**src/rtl/mem_access_ctrl_if.sv**
```systemverilog
// rtl/mem_access_ctrl_if.sv - request, response and memory-stage signals of the load/store sequencer
interface mem_access_ctrl_if #(
  parameter int ADDR_W = 32,
  parameter int DATA_W = 32
);
  logic              Start;
  logic              IsStore;
  logic [1:0]        Size;
  logic              SignExt;
  logic [ADDR_W-1:0] Addr;
  logic [DATA_W-1:0] StoreData;
  logic              Busy;
  logic              Done;
  logic              Err;
  logic [DATA_W-1:0] LoadData;
  logic              Mem_WrEn;
  logic [ADDR_W-1:0] Mem_Addr;
  logic [DATA_W-1:0] Mem_DataIn;
  logic [DATA_W-1:0] Mem_DataOut;

  modport master (
    output Start, IsStore, Size, SignExt, Addr, StoreData, Mem_DataOut,
    input  Busy, Done, Err, LoadData, Mem_WrEn, Mem_Addr, Mem_DataIn
  );

  modport slave (
    input  Start, IsStore, Size, SignExt, Addr, StoreData, Mem_DataOut,
    output Busy, Done, Err, LoadData, Mem_WrEn, Mem_Addr, Mem_DataIn
  );
endinterface

```
**src/rtl/mem_access_ctrl.sv**
```systemverilog
// rtl/mem_access_ctrl.sv - byte/half/word load-store sequencer in front of a word-only memory stage
module mem_access_ctrl #(
  parameter int ADDR_W = 32,
  parameter int DATA_W = 32
) (
  input logic             Clk,
  input logic             Reset,
  mem_access_ctrl_if.slave bus
);

  // WRITE is the only state with bit 3 set so the write enable is a bare flop output.
  typedef enum logic [3:0] {
    IDLE  = 4'b0000,
    READ  = 4'b0001,
    CAPT  = 4'b0010,
    MERGE = 4'b0011,
    DONE  = 4'b0100,
    ERR   = 4'b0101,
    WRITE = 4'b1000
  } stateT;

  stateT             state, nextState;
  logic [1:0]        laneQ;
  logic [1:0]        sizeQ;
  logic [15:0]       dataQ;
  logic              storeQ;
  logic              sextQ;
  logic [ADDR_W-1:0] memAddrQ;
  logic [DATA_W-1:0] memDataInQ;
  logic [DATA_W-1:0] loadDataQ;
  logic              misaligned;
  logic              accept;
  logic              wordStore;
  logic              busy, done, err;
  logic [7:0]        byteVal;
  logic [15:0]       halfVal;
  logic [DATA_W-1:0] extracted;
  logic [DATA_W-1:0] merged;

  assign misaligned = (bus.Size == 2'b11) ||
                      (bus.Size == 2'b01 && bus.Addr[0]) ||
                      (bus.Size == 2'b10 && bus.Addr[1:0] != 2'b00);
  assign accept     = (state == IDLE) && bus.Start;
  assign wordStore  = bus.IsStore && (bus.Size == 2'b10);

  always_ff @(posedge Clk or negedge Reset) begin
    if (!Reset) state <= IDLE;
    else        state <= nextState;
  end

  always_comb begin
    nextState = state;
    busy      = 1'b1;
    done      = 1'b0;
    err       = 1'b0;
    case (state)
      IDLE: begin
        busy = 1'b0;
        if (bus.Start) begin
          if (misaligned)     nextState = ERR;
          else if (wordStore) nextState = WRITE;
          else                nextState = READ;
        end
      end
      READ:  nextState = storeQ ? MERGE : CAPT;
      CAPT:  nextState = DONE;
      MERGE: nextState = WRITE;
      WRITE: nextState = DONE;
      DONE: begin
        done      = 1'b1;
        nextState = IDLE;
      end
      ERR: begin
        done      = 1'b1;
        err       = 1'b1;
        nextState = IDLE;
      end
      default: nextState = IDLE;
    endcase
  end

  always_comb begin
    byteVal = bus.Mem_DataOut[{laneQ, 3'b000} +: 8];
    halfVal = laneQ[1] ? bus.Mem_DataOut[31:16] : bus.Mem_DataOut[15:0];
    case (sizeQ)
      2'b00:   extracted = {{24{sextQ & byteVal[7]}}, byteVal};
      2'b01:   extracted = {{16{sextQ & halfVal[15]}}, halfVal};
      default: extracted = bus.Mem_DataOut;
    endcase
  end

  always_comb begin
    merged = bus.Mem_DataOut;
    if (sizeQ == 2'b00)  merged[{laneQ, 3'b000} +: 8] = dataQ[7:0];
    else if (laneQ[1])   merged[31:16] = dataQ;
    else                 merged[15:0]  = dataQ;
  end

  // Memory-facing registers only move for accepted, aligned requests.
  always_ff @(posedge Clk or negedge Reset) begin
    if (!Reset) begin
      laneQ      <= '0;
      sizeQ      <= '0;
      dataQ      <= '0;
      storeQ     <= 1'b0;
      sextQ      <= 1'b0;
      memAddrQ   <= '0;
      memDataInQ <= '0;
      loadDataQ  <= '0;
    end else begin
      if (accept) begin
        laneQ  <= bus.Addr[1:0];
        sizeQ  <= bus.Size;
        dataQ  <= bus.StoreData[15:0];
        storeQ <= bus.IsStore;
        sextQ  <= bus.SignExt;
        if (!misaligned) begin
          memAddrQ <= bus.Addr;
          if (wordStore) memDataInQ <= bus.StoreData;
        end
      end
      if (state == MERGE) memDataInQ <= merged;
      if (state == CAPT)  loadDataQ  <= extracted;
    end
  end

  assign bus.Mem_WrEn   = state[3];
  assign bus.Mem_Addr   = memAddrQ;
  assign bus.Mem_DataIn = memDataInQ;
  assign bus.LoadData   = loadDataQ;
  assign bus.Busy       = busy;
  assign bus.Done       = done;
  assign bus.Err        = err;

endmodule

```
**src/flat_wrapper.sv**
```systemverilog
// flat-port wrapper written by rule: the top's interface ports become plain ports
module mem_access_ctrl_flat 
#(
  parameter int ADDR_W = 32,
  parameter int DATA_W = 32
)
  (Clk, Reset, bus_Start, bus_IsStore, bus_Size, bus_SignExt, bus_Addr, bus_StoreData, bus_Mem_DataOut, bus_Busy, bus_Done, bus_Err, bus_LoadData, bus_Mem_WrEn, bus_Mem_Addr, bus_Mem_DataIn);
  mem_access_ctrl_if #(.ADDR_W(ADDR_W), .DATA_W(DATA_W)) bus_i ();
  input logic Clk;
  input logic Reset;
  input wire logic [$bits(bus_i.Start)-1:0] bus_Start;
  input wire logic [$bits(bus_i.IsStore)-1:0] bus_IsStore;
  input wire logic [$bits(bus_i.Size)-1:0] bus_Size;
  input wire logic [$bits(bus_i.SignExt)-1:0] bus_SignExt;
  input wire logic [$bits(bus_i.Addr)-1:0] bus_Addr;
  input wire logic [$bits(bus_i.StoreData)-1:0] bus_StoreData;
  input wire logic [$bits(bus_i.Mem_DataOut)-1:0] bus_Mem_DataOut;
  output wire logic [$bits(bus_i.Busy)-1:0] bus_Busy;
  output wire logic [$bits(bus_i.Done)-1:0] bus_Done;
  output wire logic [$bits(bus_i.Err)-1:0] bus_Err;
  output wire logic [$bits(bus_i.LoadData)-1:0] bus_LoadData;
  output wire logic [$bits(bus_i.Mem_WrEn)-1:0] bus_Mem_WrEn;
  output wire logic [$bits(bus_i.Mem_Addr)-1:0] bus_Mem_Addr;
  output wire logic [$bits(bus_i.Mem_DataIn)-1:0] bus_Mem_DataIn;
  assign bus_i.Start = bus_Start;
  assign bus_i.IsStore = bus_IsStore;
  assign bus_i.Size = bus_Size;
  assign bus_i.SignExt = bus_SignExt;
  assign bus_i.Addr = bus_Addr;
  assign bus_i.StoreData = bus_StoreData;
  assign bus_i.Mem_DataOut = bus_Mem_DataOut;
  assign bus_Busy = bus_i.Busy;
  assign bus_Done = bus_i.Done;
  assign bus_Err = bus_i.Err;
  assign bus_LoadData = bus_i.LoadData;
  assign bus_Mem_WrEn = bus_i.Mem_WrEn;
  assign bus_Mem_Addr = bus_i.Mem_Addr;
  assign bus_Mem_DataIn = bus_i.Mem_DataIn;
  mem_access_ctrl #(.ADDR_W(ADDR_W), .DATA_W(DATA_W)) u_core (.Clk(Clk), .Reset(Reset), .bus(bus_i));
endmodule
```
**config.mk**
```make
export PLATFORM = sky130hd
export DESIGN_NAME = mem_access_ctrl_flat
export DESIGN_NICKNAME = d
export VERILOG_FILES = /design/src/rtl/mem_access_ctrl_if.sv /design/src/rtl/mem_access_ctrl.sv /design/src/flat_wrapper.sv
export SDC_FILE = /design/constraint.sdc
export NUM_CORES = 1
export LEC_CHECK = 0
export CAP_MARGIN = 30
export CELL_PAD_IN_SITES_DETAIL_PLACEMENT = 2
export CELL_PAD_IN_SITES_GLOBAL_PLACEMENT = 2
export CORE_MARGIN = 4
export CORE_UTILIZATION = 32
export CTS_BUF_LIST = sky130_fd_sc_hd__clkbuf_4
export DETAILED_ROUTE_END_ITERATION = 8
export PLACE_DENSITY_LB_ADDON = 0.2
export SYNTH_ARGS = -nofsm -noshare
export SYNTH_HDL_FRONTEND = slang
export SYNTH_SLANG_ARGS = --single-unit
export TNS_END_PERCENT = 5
```
**constraint.sdc**
```tcl
create_clock -name Clk -period 5.07 [get_ports Clk]
set_input_delay 0.7605 -clock Clk [delete_from_list [all_inputs] [get_ports Clk]]
set_output_delay 0.7605 -clock Clk [all_outputs]
set_load 0.005 [all_outputs]
```
==> out/results.ini <==
[status]
status=complete, no violations

[power_and_ir_drop]
peakVddDrop_mv=0.1768
p_total_mw=5.306
p_leak_nw=3.720
power.density_nw_per_um2=601.1

[global_routing]
antenna_found_initial=1
grt_pass1_wl_mm=37.94
grt_max_degree=50
grt_pass1_vias=6274
grt.total_usage_pct=22.18
overflow=0

[timing]
fin_skew_ns=0.02520
min_period_ns=2.830
setup_viol=0
hold_viol=0
post-route-period-util_pct=55.83
rsz0062_at_grt=false
worstMarginPinSlew_ns=0.9923
clock.fmax_mhz=353.3
final_max_slew_viol_count=0
setup_tns_ns=0
relSlewSlack_pct=33.71
whs_ns=0.1644

[yosys]
synthAdderAreaFrac_pct=0.9919
synthesis.area_um2=6307
yosysSeqAreaShare_pct=48.40
ys_warn_count=0
netlist_instances=586
synth_edf_count=0
synth_top_family_by_area=compound AO/OA/AOI/OAI gates
ys_top_cells_by_area=dfrtp_1 48%, mux2_4 7.1%, mux2_2 5.5%, nand2_1 4.6%, a221oi_1 4.2%
synth-seq-cells=122
synth_xor_area_share_pct=0
synth_compound_area_share_pct=17.62
yosys.area_share.simple_pct=13.79
synth_largest_area_cell=dfrtp_1
synth_flop_cell=dfrtp_1
synth.mux.area_fraction_pct=14.18
ys_async_sr_fraction_pct=100.0
syn_nets=694
yosysTopAreaCellShare_pct=48.40
syn_area_per_cell_um2=10.76
ys_types=55

[placement]
port_buffers=202
finalWeightedCongestion=0.8609
dp_hpwl_mm=18.13
placed_area_um2=8512

[drt]
avgRoutedWirePerCell_um=23.24
vias_per_cell=5.415
route.vias.total=5669
firstDrtPassIters=5
drcViolationCount=0
antenna_left=0
routed_wl_mm=24.34
initialDrtViolationCount=336

[clock_tree]
cts_hold_buf=0
numCtsBuffers=17
cts_setup_buffers=0
cts_buffer_depth=2
cts_num_sinks=122
clock_latency_ns=0.54
cts.root.buffer_cell=clkbuf_4
htree_levels=4
cts.clk_slew.worst_paths_ns=0.13
cts.repair.resized=0
cts_tree=built

[floorplanning]
die_x_um=148.4
ios=203
core_area_um2=19400
std_cell_rows=51
start_util_pct=32.51
die_area_um2=22020
dieHeight_um=148.4

[setup_path]
crit_required_ns=4.31
startpoint_type=register
r2r_slack_ns=2.31
worst-path-max-fanout=11
crit-reg2reg-launch=u_core.state[0]
r2r_cells=5
r2r-end=u_core.bus.Mem_Addr[16]
end_kind=output pin
crit_arrival_ns=2.07
critical_path_class=reg -> out

[final_layout]
final_layout_size_suffix_gt1_share_pct=15.11
nNetsFinal=876
fin_area_um2=8827
syn2layout_area_growth_pct=39.95

[job]
max_cap_violations=0

[hold_path]
hold_path.class=in -> async

flip-flops by register name (all words and copies together), names as in the netlist:
register,cells
u_core.bus.LoadData,32
u_core.bus.Mem_Addr,32
u_core.bus.Mem_DataIn,32
u_core.dataQ,16
u_core.state,4
u_core.laneQ,2
u_core.sizeQ,2
u_core.sextQ,1
u_core.storeQ,1
stage by stage:
stage / utilization [%] / worst slack (ns) / cells
after floorplan: - / 2.830 / 586
after global placement: 43.74 / 1.917 / 1012
after detailed placement: 43.88 / 1.799 / 1013
after CTS: 45.39 / 2.171 / 1045
after global routing: 45.50 / 2.103 / 1047
final: 45.50 / 2.240 / 1047
per-layer routing:
metal  global-route usage, %  vias up  wire length [um]  share of wire (%)
met5                       0        -                 0                  0
li1                        -     2560                 -                  -
met2                   36.26      183             11620                 48
met1                   30.39     2911             10940                 45
met3                   4.875       15              1556                6.4
met4                   4.896        0               220               0.90
cells in the mapped netlist, types with 6 or more instances:
cell      count
and2_1        6
a211oi_1      6
a221oi_1     30
mux2_2       31
inv_1        22
dfrtp_1     122
nand3_1      47
a22o_1       15
a222oi_1      7
o311ai_0      8
o21ai_0      25
nor3_1        6
buf_1         6
mux2_4       30
o211ai_1      8
a31oi_1      17
o221ai_1      8
nor2_1       15
buf_2         7
nand2_1      78
clkbuf_1     30
cell usage in the layout, fill, tap and decap left out, types with 6 or more instances in the layout:
cell type	Yosys	routed
a211oi_1	6	6
a221oi_1	30	30
a222oi_1	7	7
a22o_1	15	15
a31oi_1	17	17
and2_1	6	6
buf_4	1	9
clkbuf_4	0	17
clkdlybuf4s50_1	0	201
dfrtp_1	122	122
inv_1	22	22
mux2_2	31	31
mux2_4	30	30
nand2_1	78	78
nand3_1	47	47
nor2_1	15	15
nor3_1	6	6
o211ai_1	8	8
o21ai_0	25	25
o221ai_1	8	8
o311ai_0	8	8
power breakdown:
part	switching, mW	internal, mW	total (mW)
Sequential	0.438	1.45	1.89
Combinational	1.20	1.49	2.68
Clock	0.433	0.300	0.733
Total	2.07	3.24	5.31
how the worst max path moves through the flow:
stage,slack (ns),startpoint,cells past startpoint,endpoint
final,2.24,u_core.state[3],3,bus_Err
after global routing,2.10,u_core.state[3],3,bus_Err
after CTS,2.17,u_core.state[3],3,bus_Err
after detailed placement,1.80,bus_Start,4,u_core.bus.Mem_Addr[31]
after global placement,1.92,bus_Start,4,u_core.bus.Mem_Addr[31]
after floorplan,2.83,u_core.laneQ[1],8,u_core.bus.Mem_DataIn[16]
final cells by class:
class | count | area (um2)
repair buffers | 212 | 2127
well taps | 265 | 331.6
clock inverters | 15 | 165.2
multi-input cells | 393 | 2938
clock buffers | 17 | 127.6
inverters | 22 | 82.58
diodes | 1 | 2.502
fillers | 2051 | 10570
flip-flops and latches | 122 | 3053
critical path: stages (launching register included):
cell and delay, ns:
dfrtp_1 0.57, nor3b_1 0.31, and2_1 0.16, clkdlybuf4s50_1 0.50
kinds of logic (layout without fill, tap and decap cells):
kind of cell,after synthesis,after routing
compound gates,142,142
flops,122,122
other cells,0,1
fa+ha+maj,5,5
mux,68,68
simple gates,178,178
buf+inv,71,266
Power figures use the tool's default switching activity.
